[config.mk]
export PLATFORM = sky130hd
export DESIGN_NAME = vector_mem_access_unit
export DESIGN_NICKNAME = d
export VERILOG_FILES = /design/src/rtl/vector_mem_access_unit.sv
export SDC_FILE = /design/constraint.sdc
export NUM_CORES = 1
export LEC_CHECK = 0
export CAP_MARGIN = 30
export CELL_PAD_IN_SITES_DETAIL_PLACEMENT = 0
export CELL_PAD_IN_SITES_GLOBAL_PLACEMENT = 1
export CORE_MARGIN = 5
export CORE_UTILIZATION = 43
export CTS_CLUSTER_SIZE = 8
export DETAILED_ROUTE_END_ITERATION = 7
export PLACE_DENSITY = 0.89
export SYNTH_ARGS = -nofsm -noshare
export SYNTH_HDL_FRONTEND = slang
export SYNTH_SLANG_ARGS = --single-unit
[constraint.sdc]
create_clock -name clk_i -period 17.9 [get_ports clk_i]
set_input_delay 1.79 -clock clk_i [delete_from_list [all_inputs] [get_ports clk_i]]
set_output_delay 1.79 -clock clk_i [all_outputs]
set_load 0.005 [all_outputs]
[src/rtl/vector_mem_access_unit.sv]
// Strided vector load/store sequencer for VECTOR_MEMORY.
// Takes one vector instruction (base, byte stride, load/store) and splits the
// VEC_BYTES-byte vector into 4-byte beats. Each beat drives RE/WE, BA, VO and WD.
// For loads, the RD beats are gathered in a shadow vector. The shadow is
// published on LD_DATA in the DONE cycle, so a partly built vector is never seen.
module vector_mem_access_unit #(
   parameter int unsigned VEC_BYTES = 16,
   parameter int unsigned READ_LAT  = 1
) (
   input  logic                   clk_i,
   input  logic                   rst_ni,
   input  logic                   start_i,
   input  logic                   is_store_i,
   input  logic [31:0]            base_i,
   input  logic [7:0]             stride_i,
   input  logic [8*VEC_BYTES-1:0] st_data_i,
   output logic                   busy_o,
   output logic                   done_o,
   output logic [8*VEC_BYTES-1:0] ld_data_o,
   output logic                   mem_re_o,
   output logic                   mem_we_o,
   output logic [31:0]            mem_ba_o,
   output logic [31:0]            mem_vo_o,
   output logic [31:0]            mem_wd_o,
   input  logic [31:0]            mem_rd_i
);

   localparam int unsigned BEATS = VEC_BYTES / 4;
   localparam int unsigned VW    = 8 * VEC_BYTES;
   localparam int unsigned BW    = (BEATS > 1) ? $clog2(BEATS) : 1;
   localparam logic [BW-1:0] LAST_BEAT = BW'(BEATS - 1);

   typedef enum logic [1:0] {
      S_IDLE  = 2'd0,
      S_ISSUE = 2'd1,
      S_DRAIN = 2'd2,
      S_DONE  = 2'd3
   } state_e;

   // Four packed lane offsets. Each lane wraps mod 256, so stride 0 makes a broadcast.
   function automatic logic [31:0] lane_offsets(input logic [7:0] stride);
      logic [31:0] v;
      v = '0;
      for (int i = 0; i < 4; i++) begin
         v[8*i +: 8] = 8'(i) * stride;
      end
      return v;
   endfunction

   state_e          state_q;
   logic [BW-1:0]   beat_q;
   logic            busy_q;
   logic            done_q;
   logic [VW-1:0]   ld_data_q;
   logic            mem_re_q;
   logic            mem_we_q;
   logic [31:0]     mem_ba_q;
   logic [31:0]     mem_vo_q;
   logic [31:0]     mem_wd_q;

   // Read tracking pipe: one valid/beat-index tag per outstanding read.
   logic            pipe_vld_q [READ_LAT];
   logic [BW-1:0]   pipe_idx_q [READ_LAT];

   // Operands and load shadow. These have no reset (see the data-path block).
   logic            is_store_q;
   logic [7:0]      stride_q;
   logic [VW-1:0]   st_data_q;
   logic [VW-1:0]   shadow_q;

   logic            accept;
   logic            rd_fire;
   logic [BW-1:0]   rd_idx;
   logic [BW-1:0]   next_beat;
   logic [VW-1:0]   ld_merged;

   // START is taken only while not busy. DONE counts as not busy, so back-to-back ops are allowed.
   assign accept    = start_i && ((state_q == S_IDLE) || (state_q == S_DONE));
   assign rd_fire   = pipe_vld_q[READ_LAT-1];
   assign rd_idx    = pipe_idx_q[READ_LAT-1];
   assign next_beat = beat_q + BW'(1);

   // Shadow with the beat arriving this cycle merged in. This is the value published at completion.
   // NOTE: every signal written in always_comb gets a default first, so no latch is inferred.
   always_comb begin
      ld_merged = shadow_q;
      ld_merged[32*int'(rd_idx) +: 32] = mem_rd_i;
   end

   // Sequencer FSM with registered bus, status and load-result outputs.
   // NOTE: sequential state uses non-blocking (<=) assignments only, so every register samples pre-edge values.
   always_ff @(posedge clk_i) begin
      if (!rst_ni) begin
         state_q   <= S_IDLE;
         beat_q    <= '0;
         busy_q    <= 1'b0;
         done_q    <= 1'b0;
         ld_data_q <= '0;
         mem_re_q  <= 1'b0;
         mem_we_q  <= 1'b0;
         mem_ba_q  <= '0;
         mem_vo_q  <= '0;
         mem_wd_q  <= '0;
         for (int j = 0; j < int'(READ_LAT); j++) begin
            pipe_vld_q[j] <= 1'b0;
            pipe_idx_q[j] <= '0;
         end
      end else begin
         // Tag each issued read. The tag reaches the last stage when its RD is valid.
         pipe_vld_q[0] <= mem_re_q;
         pipe_idx_q[0] <= beat_q;
         for (int j = 1; j < int'(READ_LAT); j++) begin
            pipe_vld_q[j] <= pipe_vld_q[j-1];
            pipe_idx_q[j] <= pipe_idx_q[j-1];
         end

         done_q <= 1'b0;

         case (state_q)
            S_IDLE, S_DONE: begin
               if (start_i) begin
                  // Beat 0 is driven straight from the inputs sampled at acceptance.
                  state_q  <= S_ISSUE;
                  busy_q   <= 1'b1;
                  beat_q   <= '0;
                  mem_re_q <= !is_store_i;
                  mem_we_q <= is_store_i;
                  mem_ba_q <= base_i;
                  mem_vo_q <= lane_offsets(stride_i);
                  mem_wd_q <= is_store_i ? st_data_i[31:0] : 32'h0;
               end else begin
                  state_q <= S_IDLE;
               end
            end

            S_ISSUE: begin
               if (beat_q == LAST_BEAT) begin
                  mem_re_q <= 1'b0;
                  mem_we_q <= 1'b0;
                  mem_ba_q <= '0;
                  mem_vo_q <= '0;
                  mem_wd_q <= '0;
                  if (is_store_q) begin
                     state_q <= S_DONE;
                     busy_q  <= 1'b0;
                     done_q  <= 1'b1;
                  end else begin
                     state_q <= S_DRAIN;
                  end
               end else begin
                  beat_q   <= next_beat;
                  mem_ba_q <= mem_ba_q + {22'b0, stride_q, 2'b00};
                  if (is_store_q) begin
                     mem_wd_q <= st_data_q[32*int'(next_beat) +: 32];
                  end
               end
            end

            S_DRAIN: begin
               if (rd_fire && (rd_idx == LAST_BEAT)) begin
                  state_q   <= S_DONE;
                  busy_q    <= 1'b0;
                  done_q    <= 1'b1;
                  ld_data_q <= ld_merged;
               end
            end

            default: begin
               state_q <= S_IDLE;
            end
         endcase
      end
   end

   // Operand registers and load shadow capture.
   // NOTE: this data path has no reset. Operands are written at acceptance before they are used.
   // The shadow only reaches LD_DATA after every beat has overwritten it.
   always_ff @(posedge clk_i) begin
      if (accept) begin
         is_store_q <= is_store_i;
         stride_q   <= stride_i;
         st_data_q  <= st_data_i;
      end
      if (rd_fire) begin
         shadow_q[32*int'(rd_idx) +: 32] <= mem_rd_i;
      end
   end

   assign busy_o    = busy_q;
   assign done_o    = done_q;
   assign ld_data_o = ld_data_q;
   assign mem_re_o  = mem_re_q;
   assign mem_we_o  = mem_we_q;
   assign mem_ba_o  = mem_ba_q;
   assign mem_vo_o  = mem_vo_q;
   assign mem_wd_o  = mem_wd_q;

endmodule

==> results.md <==
- Vias in the first global route: around 16000
- Prevailing post-synth register cell: edfxtp_1
- Sequential Area: between 0.01 and 0.015 mm^2
- CP Class: in2reg
- Cells along the critical path: clkdlybuf4s50_1 > inv_1 > nor2_4 > buf_4 > buf_16 > buf_4
- DP Wirelength: 39300 um
- CTS HTree Levels: 3
- NetSw: 0.00114 W
- Outcome: finished, final reports clean
- Leak: 9.43 nW
- Area Overhead vs Synth: 34.3%
- Avg Cell Area, Syn: roughly 11 um^2
- CP dominant cell by count: buf_4
- Post-synth top area cell: edfxtp_1
- Fmax: approximately 270 MHz
- CTS resizes: 0
- Total power: 0.00371 W
- Reg-to-Reg End: mem_ba_o[12]$_SDFFE_PN0P_
- Synth area leaders: edfxtp_1 40%, dfxtp_1 22%, nor2_1 4.8%
- Min Tclk post-route: between 3 and 4 ns
- DRT Wirelength: 59700 um
- Die X: ~220 um
- Post-synthesis cell count: 1827
- Die Y: 225 um
- Final setup fails: 0
- Antenna viol nets, final: 0
- Grt total ovfl: 0
- Worst EP required: between 15 and 20 ns
- # fillers: 3770
- Avg WL per Cell: 20.8 um
- Count of hold-fix buffers inserted at cts: 0
- First-pass GRT wire length: around 91000 um
- Clk_lat worst skew: roughly 0.6 ns
- CP Capture Type: register
- Cell with the most instances after synthesis: edfxtp_1
- Gr usage total: 22.9%
- Internal power: 0.00258 W
- CP endpoint: st_data_q[10]$_DFFE_PP_
- Max Slew Vio Count: 0
- Actual slew at the worst max-slew pin: slightly above 1 ns
- P per Cell Area: 139 mW/mm^2
- Setup bufs post-CTS: 0
- RSZ-0062 raised after global routing: false
- Synthesis-stage register bit count: 483
- DIE AREA: between 0.05 and 0.06 mm^2
- CTS Root Buffer Type: clkbuf_16
- Startpoint class of the critical path: input pin
- IO buf count: 422
- Initial Util: a little over two fifths
- Max_cap viols: 0
- Yosys warns: 0
- WP data arrival: 3.91 ns
- Num CTS Buffers: 70
- Power share of the sequential group: 41.0%
- Slowest-stage cell, CP: buf_4
- Clock power share: roughly 33%
- Final Non-Filler Cells: 2874
- I/O pin total: 432
- HP Class: reg2reg
- WHS: 0.453 ns
- Clk buf depth: 3
- Initial antenna violation count: 8
- Sum Neg Setup Slack: 0 ns
- Post-synthesis cell area: about 0.020 mm^2
- First-pass DRT Iterations: 5
- Worst vdd ir: 0.0886 mV
- Setup slack, reg-to-reg: 14.79 ns
- Worst Reg-to-Reg Cells: 7
- Largest net degree at the start of global routing: 124
- Routed vias: ~16000
- Synth async-reset ratio: 0%
- Placed inst area: 0.0245 mm^2
- Synth top area share: between 40% and 50%
- Sw frac: 30.6%
- CTS tree: built
- Part of the cycle the worst path needs: 20.7%
- Seq/Total Area, Yosys: 62.1%
- Fraction of layout cells with a size suffix above 1: 7.22%
- CTS clk-pin slew, worst paths: 0.05 ns
- Core box area: 0.0455 mm^2
- Post-synth EDFFs: 265
- Netlist cell types: 73
- Worst R2R Start: state_q[1]$_SDFFE_PN0P_
- RD Place Congestion: 0.855
- Multi-input gate area: 0.00658 mm^2
- Critical path origin: start_i
- Row count: 78
- Critical path peak fanout: a little under 80
- Final Skew: 0.0233 ns
- Final net count: 2444
- Commonest cells in the netlist: 265 x edfxtp_1, 253 x nor2_1, 218 x dfxtp_1
- CTS sink cnt: 483
- DRC viols: 0
- DP Cell Count: 2740
- Design Area, Final: around 0.027 mm^2
- Combinational power share: 25.8%
- Max-Slew Margin vs Limit: around a third
- Post-DR vias/cell: between 5 and 6
- DRT iter0 DRCs: 1430
- Hold Violations, Final: 0
- WHS Path Cells: 2
- Slowest stage delay, CP: 0.67 ns
## how the worst min path moves through the flow
stage / startpoint / to / slack [ns]
final: ld_data_o[18]$_SDFFE_PN0P_ / ld_data_o[18]$_SDFFE_PN0P_ / 0.45
after detailed placement: ld_data_o[16]$_SDFFE_PN0P_ / ld_data_o[16]$_SDFFE_PN0P_ / 0.45
after global placement: ld_data_o[16]$_SDFFE_PN0P_ / ld_data_o[16]$_SDFFE_PN0P_ / 0.44
after global routing: ld_data_o[11]$_SDFFE_PN0P_ / ld_data_o[11]$_SDFFE_PN0P_ / 0.47
after CTS: ld_data_o[5]$_SDFFE_PN0P_ / ld_data_o[5]$_SDFFE_PN0P_ / 0.45
after floorplan: ld_data_o[0]$_SDFFE_PN0P_ / ld_data_o[0]$_SDFFE_PN0P_ / 0.45
## stage by stage
| stage | util (%) | worst slack (ns) |
|---|---|---|
| 6_report | 58.6 | 14.20 |
| 2_1_floorplan | - | 9.55 |
| 5_1_grt | 58.6 | 14.10 |
| 3_5_place_dp | 53.8 | 13.27 |
| 3_3_place_gp | 53.8 | 13.38 |
| 4_1_cts | 58.4 | 13.90 |
## critical path, delay by kind of cell
family / cells / cell delay [ns]
buf+inv: 5 / 1.95
simple gates: 1 / 0.10
## logic make-up (layout without fill, tap and decap cells)
logic type	Yosys count	count (layout)	share of synthesized area [%]
simple gates	645	645	14.3
flops	483	483	62.1
compound gates	376	376	12.3
buf+inv	250	685	5.24
mux	41	41	4.10
fa+ha+maj	25	25	1.65
xor+xnor	6	6	0.265
other cells	1	13	0.0189
## registers in the layout (all words and copies together) (netlist names)
name / cells
ld_data_o: 128
shadow_q: 128
st_data_q: 128
mem_ba_o: 32
mem_wd_o: 32
mem_vo_o: 15
stride_q: 8
beat_q: 2
pipe_idx_q: 2
state_q: 2
busy_o: 1
done_o: 1
is_store_q: 1
mem_re_o: 1
mem_we_o: 1
pipe_vld_q: 1
## layout make-up
class	count	share of cell area, %
Antenna cell	4	0.0376
Clock buffer	120	7.36
Clock inverter	7	0.371
Inverter	111	1.58
Multi-Input combinational cell	1102	24.7
Sequential cell	483	46.3
Tap cell	600	2.82
Timing Repair Buffer	447	16.9
## placed cells by master (no fill, tap or decap), drive strengths merged, types with 6 or more instances in the layout
cell type and count:
a211oi 42, a21oi 69, a22o 34, a22oi 46, a31oi 7, and2 6, and3 11, buf 25
clkbuf 120, clkdlybuf4s50 422, conb 9, dfxtp 218, edfxtp 265, ha 23, inv 113, mux2i 8
mux4 32, nand2 202, nand2b 6, nand3 12, nand4 6, nor2 257, nor3 108, o211ai 13
o21ai 122, or4 7
## metal layers
metal  part of all wire [%]  up-vias  GRT usage, %
met5                  0.070        -             0
met4                    2.8        8          8.33
met3                    9.0      103          6.76
met2                     48      685          37.5
met1                     40     7601          29.0
li1                       -     7291             -
## power by group through the flow
| stage | logic [W] | registers [W] | clock network, W |
|---|---|---|---|
| floorplan | 0.000562 | 0.00154 | 0 |
| global placement | 0.000919 | 0.00153 | 0 |
| detailed placement | 0.000942 | 0.00154 | 0 |
| CTS | 0.000952 | 0.00152 | 0.00125 |
| global route | 0.00104 | 0.00154 | 0.00130 |
| finish | 0.000959 | 0.00152 | 0.00123 |
Note: power is estimated with default switching activity, not from simulation.
